`src/rtl/seg7_pkg.sv`:
```
// rtl/seg7_pkg.sv - shared types and constants for the seven-segment frame output stage
package seg7_pkg;

    typedef enum logic [2:0] {
        ST_IDLE,
        ST_LOAD,
        ST_SHIFT,
        ST_STORE,
        ST_COMMIT
    } state_t;

    localparam logic [7:0] SEG7_BLANK = 8'hFF;
    localparam logic [7:0] SEG7_SAT   = 8'h99;
    localparam logic [3:0] BCD_ADD3   = 4'd3;

    // Double-dabble correction: a digit of 5 or more would exceed 9 after doubling
    function automatic logic [3:0] bcd_adjust(input logic [3:0] nib);
        return (nib >= 4'd5) ? nib + BCD_ADD3 : nib;
    endfunction

endpackage

```
`src/rtl/seg7_frame_out_bin2bcd8.sv`:
```
// rtl/seg7_frame_out_bin2bcd8.sv - serial 8-bit binary to BCD converter, one bit per step
module bin2bcd8
    import seg7_pkg::*;
(
    input  logic       clk,
    input  logic       rst,
    input  logic       load,
    input  logic       step,
    input  logic [7:0] din,
    output logic [7:0] result,
    output logic       hund_nz
);

    // {hundreds, tens, ones, remaining binary bits}
    logic [19:0] dd;
    logic [19:0] dd_adj;

    // Correct every BCD digit ahead of the shift
    always_comb begin
        dd_adj = {bcd_adjust(dd[19:16]), bcd_adjust(dd[15:12]),
                  bcd_adjust(dd[11:8]), dd[7:0]};
    end

    // Load a fresh value or advance the conversion by one bit
    always_ff @(posedge clk or posedge rst) begin
        if (rst) begin
            dd <= '0;
        end else if (load) begin
            dd <= {12'd0, din};
        end else if (step) begin
            dd <= {dd_adj[18:0], 1'b0};
        end
    end

    assign result  = dd[15:8];
    assign hund_nz = |dd[19:16];

endmodule

```
`src/rtl/seg7_frame_out.sv`:
```
// rtl/seg7_frame_out.sv - snapshots game values, converts them to BCD and commits whole display frames
module seg7_frame_out
    import seg7_pkg::*;
#(
    parameter int NUM_CH    = 4,
    parameter int LED_W     = 10,
    parameter int BLINK_DIV = 25000000
) (
    input  logic                clk,
    input  logic                rst,
    input  logic [NUM_CH*8-1:0] ch_val,
    input  logic [NUM_CH-1:0]   ch_en,
    input  logic [LED_W-1:0]    led_in,
    input  logic [LED_W-1:0]    led_blink,
    input  logic                update,
    output logic [NUM_CH*8-1:0] seg7_num,
    output logic [NUM_CH-1:0]   ch_ovf,
    output logic [LED_W-1:0]    led,
    output logic                busy,
    output logic                frame_done
);

    localparam int IW = $clog2(NUM_CH) + 1;
    localparam int CW = $clog2(BLINK_DIV);
    localparam logic [CW-1:0] CNT_MAX  = CW'(BLINK_DIV - 1);
    localparam logic [IW-1:0] LAST_IDX = IW'(NUM_CH - 1);

    state_t              state;
    logic [IW-1:0]       ch_idx;
    logic [2:0]          bit_cnt;
    logic                pending;

    logic [NUM_CH*8-1:0] val_sh;
    logic [NUM_CH-1:0]   en_sh;
    logic [LED_W-1:0]    led_sh;
    logic [LED_W-1:0]    blink_sh;
    logic [NUM_CH*8-1:0] frame_sh;
    logic [NUM_CH-1:0]   ovf_sh;
    logic [LED_W-1:0]    led_commit;
    logic [LED_W-1:0]    blink_commit;

    logic [CW-1:0]       blink_cnt;
    logic                phase;

    logic [7:0]          dd_din;
    logic [7:0]          dd_result;
    logic                dd_hund_nz;
    logic                cur_en;
    logic [7:0]          store_byte;
    logic                store_ovf;

    // Select the shadowed value and enable for the channel being converted
    always_comb begin
        dd_din = '0;
        cur_en = 1'b0;
        for (int i = 0; i < NUM_CH; i++) begin
            if (ch_idx == IW'(i)) begin
                dd_din = val_sh[i*8 +: 8];
                cur_en = en_sh[i];
            end
        end
    end

    // Blank disabled channels, saturate anything above 99
    always_comb begin
        store_byte = dd_result;
        store_ovf  = 1'b0;
        if (!cur_en) begin
            store_byte = SEG7_BLANK;
        end else if (dd_hund_nz) begin
            store_byte = SEG7_SAT;
            store_ovf  = 1'b1;
        end
    end

    bin2bcd8 u_bin2bcd8 (
        .clk     (clk),
        .rst     (rst),
        .load    (state == ST_LOAD),
        .step    (state == ST_SHIFT),
        .din     (dd_din),
        .result  (dd_result),
        .hund_nz (dd_hund_nz)
    );

    // Frame sequencer: snapshot, per-channel conversion, atomic commit
    always_ff @(posedge clk or posedge rst) begin
        if (rst) begin
            state        <= ST_IDLE;
            ch_idx       <= '0;
            bit_cnt      <= '0;
            pending      <= 1'b0;
            val_sh       <= '0;
            en_sh        <= '0;
            led_sh       <= '0;
            blink_sh     <= '0;
            frame_sh     <= {NUM_CH{SEG7_BLANK}};
            ovf_sh       <= '0;
            seg7_num     <= {NUM_CH{SEG7_BLANK}};
            ch_ovf       <= '0;
            led_commit   <= '0;
            blink_commit <= '0;
            busy         <= 1'b0;
            frame_done   <= 1'b0;
        end else begin
            frame_done <= 1'b0;
            // Requests during a conversion collapse into one follow-up frame
            if (state != ST_IDLE && update) begin
                pending <= 1'b1;
            end
            case (state)
                ST_IDLE: begin
                    if (update || pending) begin
                        val_sh   <= ch_val;
                        en_sh    <= ch_en;
                        led_sh   <= led_in;
                        blink_sh <= led_blink;
                        pending  <= 1'b0;
                        ch_idx   <= '0;
                        busy     <= 1'b1;
                        state    <= ST_LOAD;
                    end
                end
                ST_LOAD: begin
                    bit_cnt <= '0;
                    state   <= ST_SHIFT;
                end
                ST_SHIFT: begin
                    if (bit_cnt == 3'd7) begin
                        state <= ST_STORE;
                    end else begin
                        bit_cnt <= bit_cnt + 3'd1;
                    end
                end
                ST_STORE: begin
                    for (int i = 0; i < NUM_CH; i++) begin
                        if (ch_idx == IW'(i)) begin
                            frame_sh[i*8 +: 8] <= store_byte;
                            ovf_sh[i]          <= store_ovf;
                        end
                    end
                    if (ch_idx == LAST_IDX) begin
                        state <= ST_COMMIT;
                    end else begin
                        ch_idx <= ch_idx + IW'(1);
                        state  <= ST_LOAD;
                    end
                end
                ST_COMMIT: begin
                    seg7_num     <= frame_sh;
                    ch_ovf       <= ovf_sh;
                    led_commit   <= led_sh;
                    blink_commit <= blink_sh;
                    frame_done   <= 1'b1;
                    busy         <= 1'b0;
                    state        <= ST_IDLE;
                end
                default: begin
                    state <= ST_IDLE;
                end
            endcase
        end
    end

    // Free-running blink timebase, independent of frame activity
    always_ff @(posedge clk or posedge rst) begin
        if (rst) begin
            blink_cnt <= '0;
            phase     <= 1'b0;
        end else if (blink_cnt == CNT_MAX) begin
            blink_cnt <= '0;
            phase     <= ~phase;
        end else begin
            blink_cnt <= blink_cnt + CW'(1);
        end
    end

    assign led = led_commit & ~(blink_commit & {LED_W{phase}});

endmodule

```
`config.mk`:
```
export PLATFORM = sky130hd
export DESIGN_NAME = seg7_frame_out
export DESIGN_NICKNAME = d
export VERILOG_FILES = /design/src/rtl/seg7_pkg.sv /design/src/rtl/seg7_frame_out_bin2bcd8.sv /design/src/rtl/seg7_frame_out.sv
export SDC_FILE = /design/constraint.sdc
export NUM_CORES = 1
export LEC_CHECK = 0
export CAP_MARGIN = 0
export CORE_MARGIN = 8
export CORE_UTILIZATION = 56
export DETAILED_ROUTE_END_ITERATION = 7
export PLACE_DENSITY = 0.83
export SYNTH_ARGS = -nofsm -noshare
export SYNTH_HDL_FRONTEND = slang
export SYNTH_SLANG_ARGS = --single-unit
```
`constraint.sdc`:
```
create_clock -name clk -period 10.33 [get_ports clk]
set_input_delay 2.5825 -clock clk [delete_from_list [all_inputs] [get_ports clk]]
set_output_delay 2.5825 -clock clk [all_outputs]
set_load 0.01 [all_outputs]
```
# After elaboration in Yosys (flattened, before gate mapping)
# Cells that the tools add are included.
# totals
register_bits	206
input_bits	59
output_inout_bits	48
elab_cells	102
# classes
add_sub_neg	6
magnitude_cmp	3
eq_ne	13
mux	33
bitwise_logic	4
reduce_logical	18
# op_table
cell	n
$mux 8	6
$mux 20	2
$add 25x1->25 const B	1
$eq 25x25->1 const B	1
$mux 25	1
$mux 3	7
$and 10x10->10	2
$reduce_and 2->1	8
$eq 3x2->1 const B	4
$ge 4x3->1 const B	3
$pmux 3 s2	2
$pmux 3 s4	1
$mux 1	11
$not 10->10	1
$add 4x2->4 const B	2
$mux 4	2
$ne 2x2->1 const B	4
$add 3x1->3 const B	2
$eq 3x1->1 const B	2
$eq 3x3->1 const B	2
$logic_not 3->1	2
$reduce_bool 2->1	3
$reduce_or 4->1	1
$add 3x2->3 const B	1
other kinds (6)	6

# Logic depth before layout (Yosys ltp)
# Gate-level depths: netlist (run 1).
# logic_depth
ltp_word	6
ltp_mapped	8
depth_no_buf	6

# Modules after synthesis
# Synthesis (run 1) repeated with hierarchy kept, for this count alone.
# unflattened
hier_cells	742
area_unflattened_um2	9073.7
# modules_own_cells
mod	instances	cells_per_inst	area_per_inst_um2	seq_area_each_um2
seg7_frame_out	1	611	7830.0	4734.5
bin2bcd8	1	131	1243.7	500.5

# Least setup slack after synthesis (run 1)
# Ideal clock, no wire load.
# synth_path
path_type	in2reg
from	input update
to	register blink_sh[9]
setup_time_ns	0.125
t_arrival_ns	3.581
t_required_ns	10.205
path_slack_ns	6.624
cell_stages	4
n_path_buf	2
path_cell_list	o21ai_0 buf_2 buf_2 mux2_2
# synth_via
elab_chain_cells	2
# synth_rtl
element	line	source
start, declared	seg7_frame_out.sv:15	input logic update,
$logic_or 1x1->1	seg7_frame_out.sv:113	if (update || pending) begin
$reduce_and 2->1 (no source line)	-	
end signal, assigned	seg7_frame_out.sv:117	blink_sh <= led_blink;
end, declared	seg7_frame_out.sv:36	logic [LED_W-1:0] blink_sh;
# No other way between the ends.
# A chain may end at the register's enable or synchronous reset.

# Worst setup path after layout (run 1)
# layout_path
from	register phase
to	output led[5]
# layout_via
elab_chain_cells	3
# layout_rtl
element	line	source
start, declared	seg7_frame_out.sv:43	logic phase;
start signal, assigned	seg7_frame_out.sv:172	phase <= ~phase;
$and 10x10->10	seg7_frame_out.sv:178	assign led = led_commit & ~(blink_commit & {LED_W{phase}});
$not 10->10	seg7_frame_out.sv:178	
$and 10x10->10	seg7_frame_out.sv:178	
end, declared	seg7_frame_out.sv:18	output logic [LED_W-1:0] led,
# No other way between the ends.

==> out/metrics.cfg, run 1 <==
[status]
status = completed

[synth]
synthTopCellsByArea = dfrtp_1 (40%), dfstp_2 (19%), mux2_2 (15%)
synth_top_cell_area_share_pct = 40.02
yosysMostFrequentCell = dfrtp_1
syn-cell-area_um2 = 8880
synth_top_cell_by_area = dfrtp_1
ys_ff_latch = 206
syn-num-nets = 741
synthCells = 668
synth.distinct_cells = 58
synthArstFlopShare_pct = 100.0
yosysSeqAreaShare_pct = 58.95
synth_common_cells = dfrtp_1 (142), mux2_2 (115), dfstp_2 (64)
syn_avg_cell_area_um2 = 13.29
ys.flop_type = dfrtp_1
synth-edff-count = 0
yosysWarnings = 0

[timing]
fmax_mhz = 221.6
clock_skew_ns = 0.007729
tightest_slew_ns = 1.131
slew_viol_final = 0
setup_viol = 0
post-route-period-util_pct = 43.68
hold_viol = 0
rsz0062_at_grt = no
maxSlewHeadroom_pct = 24.43
setup_slack_ns = 5.818
min_period_ns = 4.512
tns_ns = 0

[floorplanning]
initial_core_util_pct = 56.51
die_height_um = 141.9
die_area_um2 = 20140
ioPinCount = 107
core-area_um2 = 15710
die_x_um = 141.9
rows = 46

[global_routing]
grt_overflow_total = 0
first_global_vias = 6362
antenna_found_initial = 0
grtUsageTotal_pct = 19.24
met3_usage_pct = 4.872
grt_max_degree = 138
gr-usage-met1_pct = 23.60
busiest_layer = met2
met2_usage_pct = 32.40
grt_pass1_wl_um = 31640

[hold_path]
hold_depth = 1
hp-class = reg2reg
min_to = blink_cnt[4]$_DFF_PP0_
hold_start = blink_cnt[4]$_DFF_PP0_

[route]
finalWirelength_um = 19170
num_vias = 5780
wire_per_inst_um = 19.19
dr.pass1.iters = 6
final_antenna_net_count = 0
via_per_inst = 5.786
drc = 0
drtIter0Drc = 287

[worst_setup_path]
critPathBufInv = 1
crit_type = reg2out
r2r_start = ch_idx[2]$_DFFE_PP0P_
r2r_slack_ns = 7.60
crit_family = buffers and inverters
critPathLaunchType = register
critPathMaxFanout = 11
crit_path_end_kind = output port
critPathSlowestCell = clkdlybuf4s50_1
max_stage_delay_ns = 0.61
rr_endpoint = frame_sh[30]$_DFFE_PP1P_
cp.arrival_ns = 1.93
worstPathRequired_ns = 7.75
path_cells = a21boi_0 > clkdlybuf4s50_1
r2r_cells = 6

[cts]
clock_latency_ns = 0.50
cts_root_buf = clkbuf_16
numCtsBuffers = 22
cts.sinks = 206
cts_setup_buffers = 0
htreeDepth = 1
clkTransAtPathRegs_ns = 0.06
ctsHoldBuffers = 0
cts_tree = built
cts_buffer_depth = 3
post_cts_resize_count = 0

[pwr]
p_switching_mw = 0.3725
p_int_mw = 1.382
p_leak_nw = 4.515
seqPwrFrac_pct = 47.9
p_per_area_nw_per_um2 = 161.6
p_sw_share_pct = 21.22
combPwrFrac_pct = 5.4
clockPowerShare_pct = 46.7
ir_worst_vdd_v = 0.0001102

[place]
numPortBuffers = 106
post-dp-hpwl_um = 13220
gp_congestion = 0.8045
pre_cts_slack_ns = 5.598

[cells_and_area]
fillers = 1068
nets = 840
drive_gt1_share_pct = 31.03
area_growth_pct = 22.32
antenna_cells = 0

[run]
drv_cap = 0

==> cell usage in the layout (no fill, tap or decap), drive strengths merged, types with 4 or more instances in the layout <==
cell type      instances
nand4                  5
ha                    14
nand3                 12
mux2i                  7
nor2b                  4
or3                    5
and2                   5
o32a                  12
a21oi                 25
clkinv                 7
o22a                  12
nand2b                 4
xnor2                  8
nor3b                  7
nor2                  32
a22o                   9
o22ai                 10
xor2                  10
a31oi                  4
o31ai                  8
inv                   21
a221oi                 6
nand2                 20
or4                    5
clkdlybuf4s50        106
dfrtp                142
buf                    4
o21ai                 27
clkbuf                31
mux2                 115
a21boi                10
dfstp                 64
==> final cells by class <==
class | instances | area, um^2 | share of cell area, %
multi-input cells | 406 | 3403 | 31.33
clock buffers | 31 | 678.2 | 6.243
clock inverters | 9 | 97.59 | 0.8985
flip-flops and latches | 206 | 5235 | 48.20
repair buffers | 110 | 1091 | 10.04
well taps | 216 | 270.3 | 2.488
inverters | 21 | 86.33 | 0.7948
==> routing by layer <==
| metal | part of all wire, % | up-vias |
|---|---|---|
| li1 | - | 2630 |
| met1 | 43 | 2915 |
| met2 | 48 | 189 |
| met3 | 6.5 | 46 |
| met4 | 2.4 | 0 |
| met5 | 0 | - |
==> state kept, by name, summed over array words and instances, names as in the netlist <==
register,count
blink_commit,10
u_bin2bcd8.dd,20
frame_done,1
blink_sh,10
pending,1
led_commit,10
seg7_num,32
frame_sh,32
blink_cnt,25
led_sh,10
ovf_sh,4
en_sh,4
phase,1
busy,1
ch_ovf,4
state,3
ch_idx,3
val_sh,32
bit_cnt,3
==> logic make-up after synthesis <==
family                     synth area share, %
AOI/OAI and AO/OA                        11.16
xor gates and xnor gates                 1.775
adders and majority gates                1.973
buffers and inverters                    2.860
DFF                                      58.95
muxes                                    15.37
and+or+nand+nor                          7.905
==> worst register-to-register path: stages (launching register included) <==
cell and delay, ns:
dfrtp_1 0.56, inv_1 0.19, ha_1 0.51, clkinv_1 0.43, nor2_2 0.69, nor2_1 0.10
a31oi_1 0.17
==> worst max-delay path by stage <==
stage / startpoint / endpoint / cells after the start
floorplan: rst / bit_cnt[0]$_DFFE_PP0P_ / 1
global placement: rst / val_sh[30]$_DFFE_PP0P_ / 3
detailed placement: rst / val_sh[19]$_DFFE_PP0P_ / 3
CTS: phase$_DFFE_PP0N_ / led[5] / 2
global route: phase$_DFFE_PP0N_ / led[5] / 2
finish: phase$_DFFE_PP0N_ / led[5] / 2
==> through the flow <==
stage	total power, mW	utilization, %	std cells	hold WS (ns)	instance area [um^2]
final	1.755	69.13	999	0.4741	10860
after global routing	1.815	69.13	999	0.4985	10860
after CTS	1.770	69.13	999	0.4804	10860
after detailed placement	0.9485	64.19	959	0.4693	10090
after global placement	0.9415	64.19	959	0.4552	10090
after floorplan	0.9050	-	668	0.4387	8880
==> power by group through the flow <==
| stage | logic [mW] | clock network (mW) | registers [mW] |
|---|---|---|---|
| 6_report | 0.0945 | 0.819 | 0.841 |
| 3_5_place_dp | 0.0942 | 0 | 0.854 |
| 5_1_grt | 0.105 | 0.867 | 0.843 |
| 3_3_place_gp | 0.0885 | 0 | 0.853 |
| 2_1_floorplan | 0.0576 | 0 | 0.847 |
| 4_1_cts | 0.0957 | 0.834 | 0.841 |
Power figures use the tool's default switching activity.
==> run 2: changes to the inputs <==
Settings changed: CORE_UTILIZATION 56 to 50, PLACE_DENSITY 0.83 to 0.79.
Clock period 10.33 ns to 3.9 ns, I/O delays scaled along.
==> out/metrics.cfg, run 2 (synthesized netlist as in run 1, its figures left out) <==
[floorplanning]
rows = 48  ; +4.3%
ioPinCount = 107  ; unchanged
die_area_um2 = 22280  ; +11%
core-area_um2 = 17360  ; +10%
initial_core_util_pct = 51.16  ; -5.4 points
die_height_um = 149.3  ; +5.2%
die_x_um = 149.3  ; +5.2%

[status]
status = completed

[timing]
setup_viol = 0  ; unchanged
maxSlewHeadroom_pct = 35.23  ; +11 points
slew_viol_final = 0  ; unchanged
hold_viol = 0  ; unchanged
clock_skew_ns = 0.01337  ; +0.005640 ns
post-route-period-util_pct = 75.06
min_period_ns = 2.927
whs_ns = 0.4743  ; +0.0002770 ns
tightest_slew_ns = 0.9643  ; -0.1669 ns
fmax_mhz = 341.6
tns_ns = 0  ; unchanged
rsz0062_at_grt = no

[global_routing]
first_global_vias = 6252  ; -1.7%
grt_max_degree = 117  ; -15%
antenna_found_initial = 1  ; +1
grt_overflow_total = 0  ; unchanged
grt_pass1_wl_um = 31710  ; +0.22%
grtUsageTotal_pct = 17.26  ; -2.0 points

[cells_and_area]
final_common_cell = dfrtp_1
final_cell_mix = dfrtp_1 (142), mux2_2 (115), clkdlybuf4s50_1 (106), dfstp_2 (64), nor2_1 (31)
fillers = 1253  ; +17%
final_cells = 1011  ; +1.2%
antenna_cells = 0  ; unchanged
area_growth_pct = 23.24
drive_gt1_share_pct = 31.17  ; +0.14 points
nets = 843  ; +0.36%
reg_top3 = frame_sh (32), seg7_num (32), val_sh (32)

[route]
drc = 0  ; unchanged
num_vias = 5809  ; +0.50%
dr.pass1.iters = 4  ; -2
drtIter0Drc = 216  ; -25%
wire_per_inst_um = 18.65  ; -2.8%
final_antenna_net_count = 0  ; unchanged
via_per_inst = 5.746  ; -0.69%
finalWirelength_um = 18860  ; -1.6%

[cts]
cts_setup_buffers = 0  ; unchanged
cts_buffer_depth = 3  ; unchanged
ctsHoldBuffers = 0  ; unchanged
cts_tree = built
cts.sinks = 206  ; unchanged
clock_latency_ns = 0.49  ; about the same
htreeDepth = 1  ; unchanged
cts_root_buf = clkbuf_16
numCtsBuffers = 22  ; unchanged
clkTransAtPathRegs_ns = 0.06  ; about the same
post_cts_resize_count = 0  ; unchanged

[worst_setup_path]
worstPathRequired_ns = 2.92  ; -4.83 ns
crit_path_end_kind = output port
critPathLaunchType = register
critPathMaxFanout = 11  ; unchanged
critPathBufInv = 1  ; unchanged
crit_family = buffers and inverters
crit_type = reg2out
cp.arrival_ns = 1.95  ; +0.02 ns
path_cells = a21boi_0 > clkdlybuf4s50_1
max_stage_delay_ns = 0.61  ; about the same
critPathSlowestCell = clkdlybuf4s50_1

[pwr]
ir_worst_vdd_v = 0.0003461  ; +210%
p_leak_nw = 4.537  ; +0.47%
finalPower_mw = 4.661  ; +170%
p_per_area_nw_per_um2 = 426.0  ; +160%

[place]
gp_congestion = 0.7538  ; -6.3%
numPortBuffers = 106  ; unchanged
dpl.cell_count = 971  ; +1.3%
post-dp-hpwl_um = 13270  ; +0.31%

[hold_path]
hp-class = reg2reg

[run]
drv_cap = 0  ; unchanged

==> run 2: changes by cell type in the layout (fill, tap and decap cells not counted), sizes merged <==
cell,before,now
clkinv,7,4
buf,4,7
inv,21,18
clkinvlp,0,2
clkbuf,31,35
==> run 2: worst paths after layout <==
path / startpoint / to / slack [ns] / cells past startpoint
max: phase$_DFFE_PP0N_ / led[6] / 0.97 / 2
min: blink_cnt[4]$_DFF_PP0_ / blink_cnt[4]$_DFF_PP0_ / 0.47 / 1
max reg2reg: ch_idx[2]$_DFFE_PP0P_ / frame_sh[29]$_DFFE_PP1P_ / 1.37 / 6
min reg2reg: blink_cnt[4]$_DFF_PP0_ / blink_cnt[4]$_DFF_PP0_ / 0.47 / 1
max in group asynchronous: rst / ch_ovf[3]$_DFFE_PP0P_ / 2.36 / 3
min in group asynchronous: rst / frame_done$_DFF_PP0_ / 0.74 / 2
==> run 2: power by group <==
part	internal [mW]	switching, mW
clock network	1.38	0.800
logic	0.131	0.118
registers	2.19	0.0442
==> run 2: final cells by class <==
| class | count | area, um^2 | share of cell area (%) |
|---|---|---|---|
| Sequential cell | 206 | 5235 | 47.84 |
| Multi-Input combinational cell | 406 | 3403 | 31.10 |
| Timing Repair Buffer | 113 | 1151 | 10.52 |
| Clock buffer | 35 | 711.9 | 6.506 |
| Tap cell | 225 | 281.5 | 2.573 |
| Inverter | 21 | 82.58 | 0.7546 |
| Clock inverter | 5 | 77.57 | 0.7089 |
==> run 2: stage by stage <==
step | worst slack [ns] | cell area [um^2] | util, %
6_report | 0.9728 | 10940 | 63.05
5_1_grt | 0.8835 | 10940 | 63.05
4_1_cts | 0.9630 | 10940 | 63.05
3_5_place_dp | 1.209 | 10150 | 58.50
3_3_place_gp | 1.239 | 10150 | 58.50
2_1_floorplan | 0.3050 | 8884 | -
==> run 2: metal layers <==
metal	up-vias	GRT usage, %	wire length (um)
met2	164	28.19	8935
met1	2964	22.70	8411
li1	2649	-	-
met4	2	4.493	346
met3	30	4.096	1157
met5	-	0	9
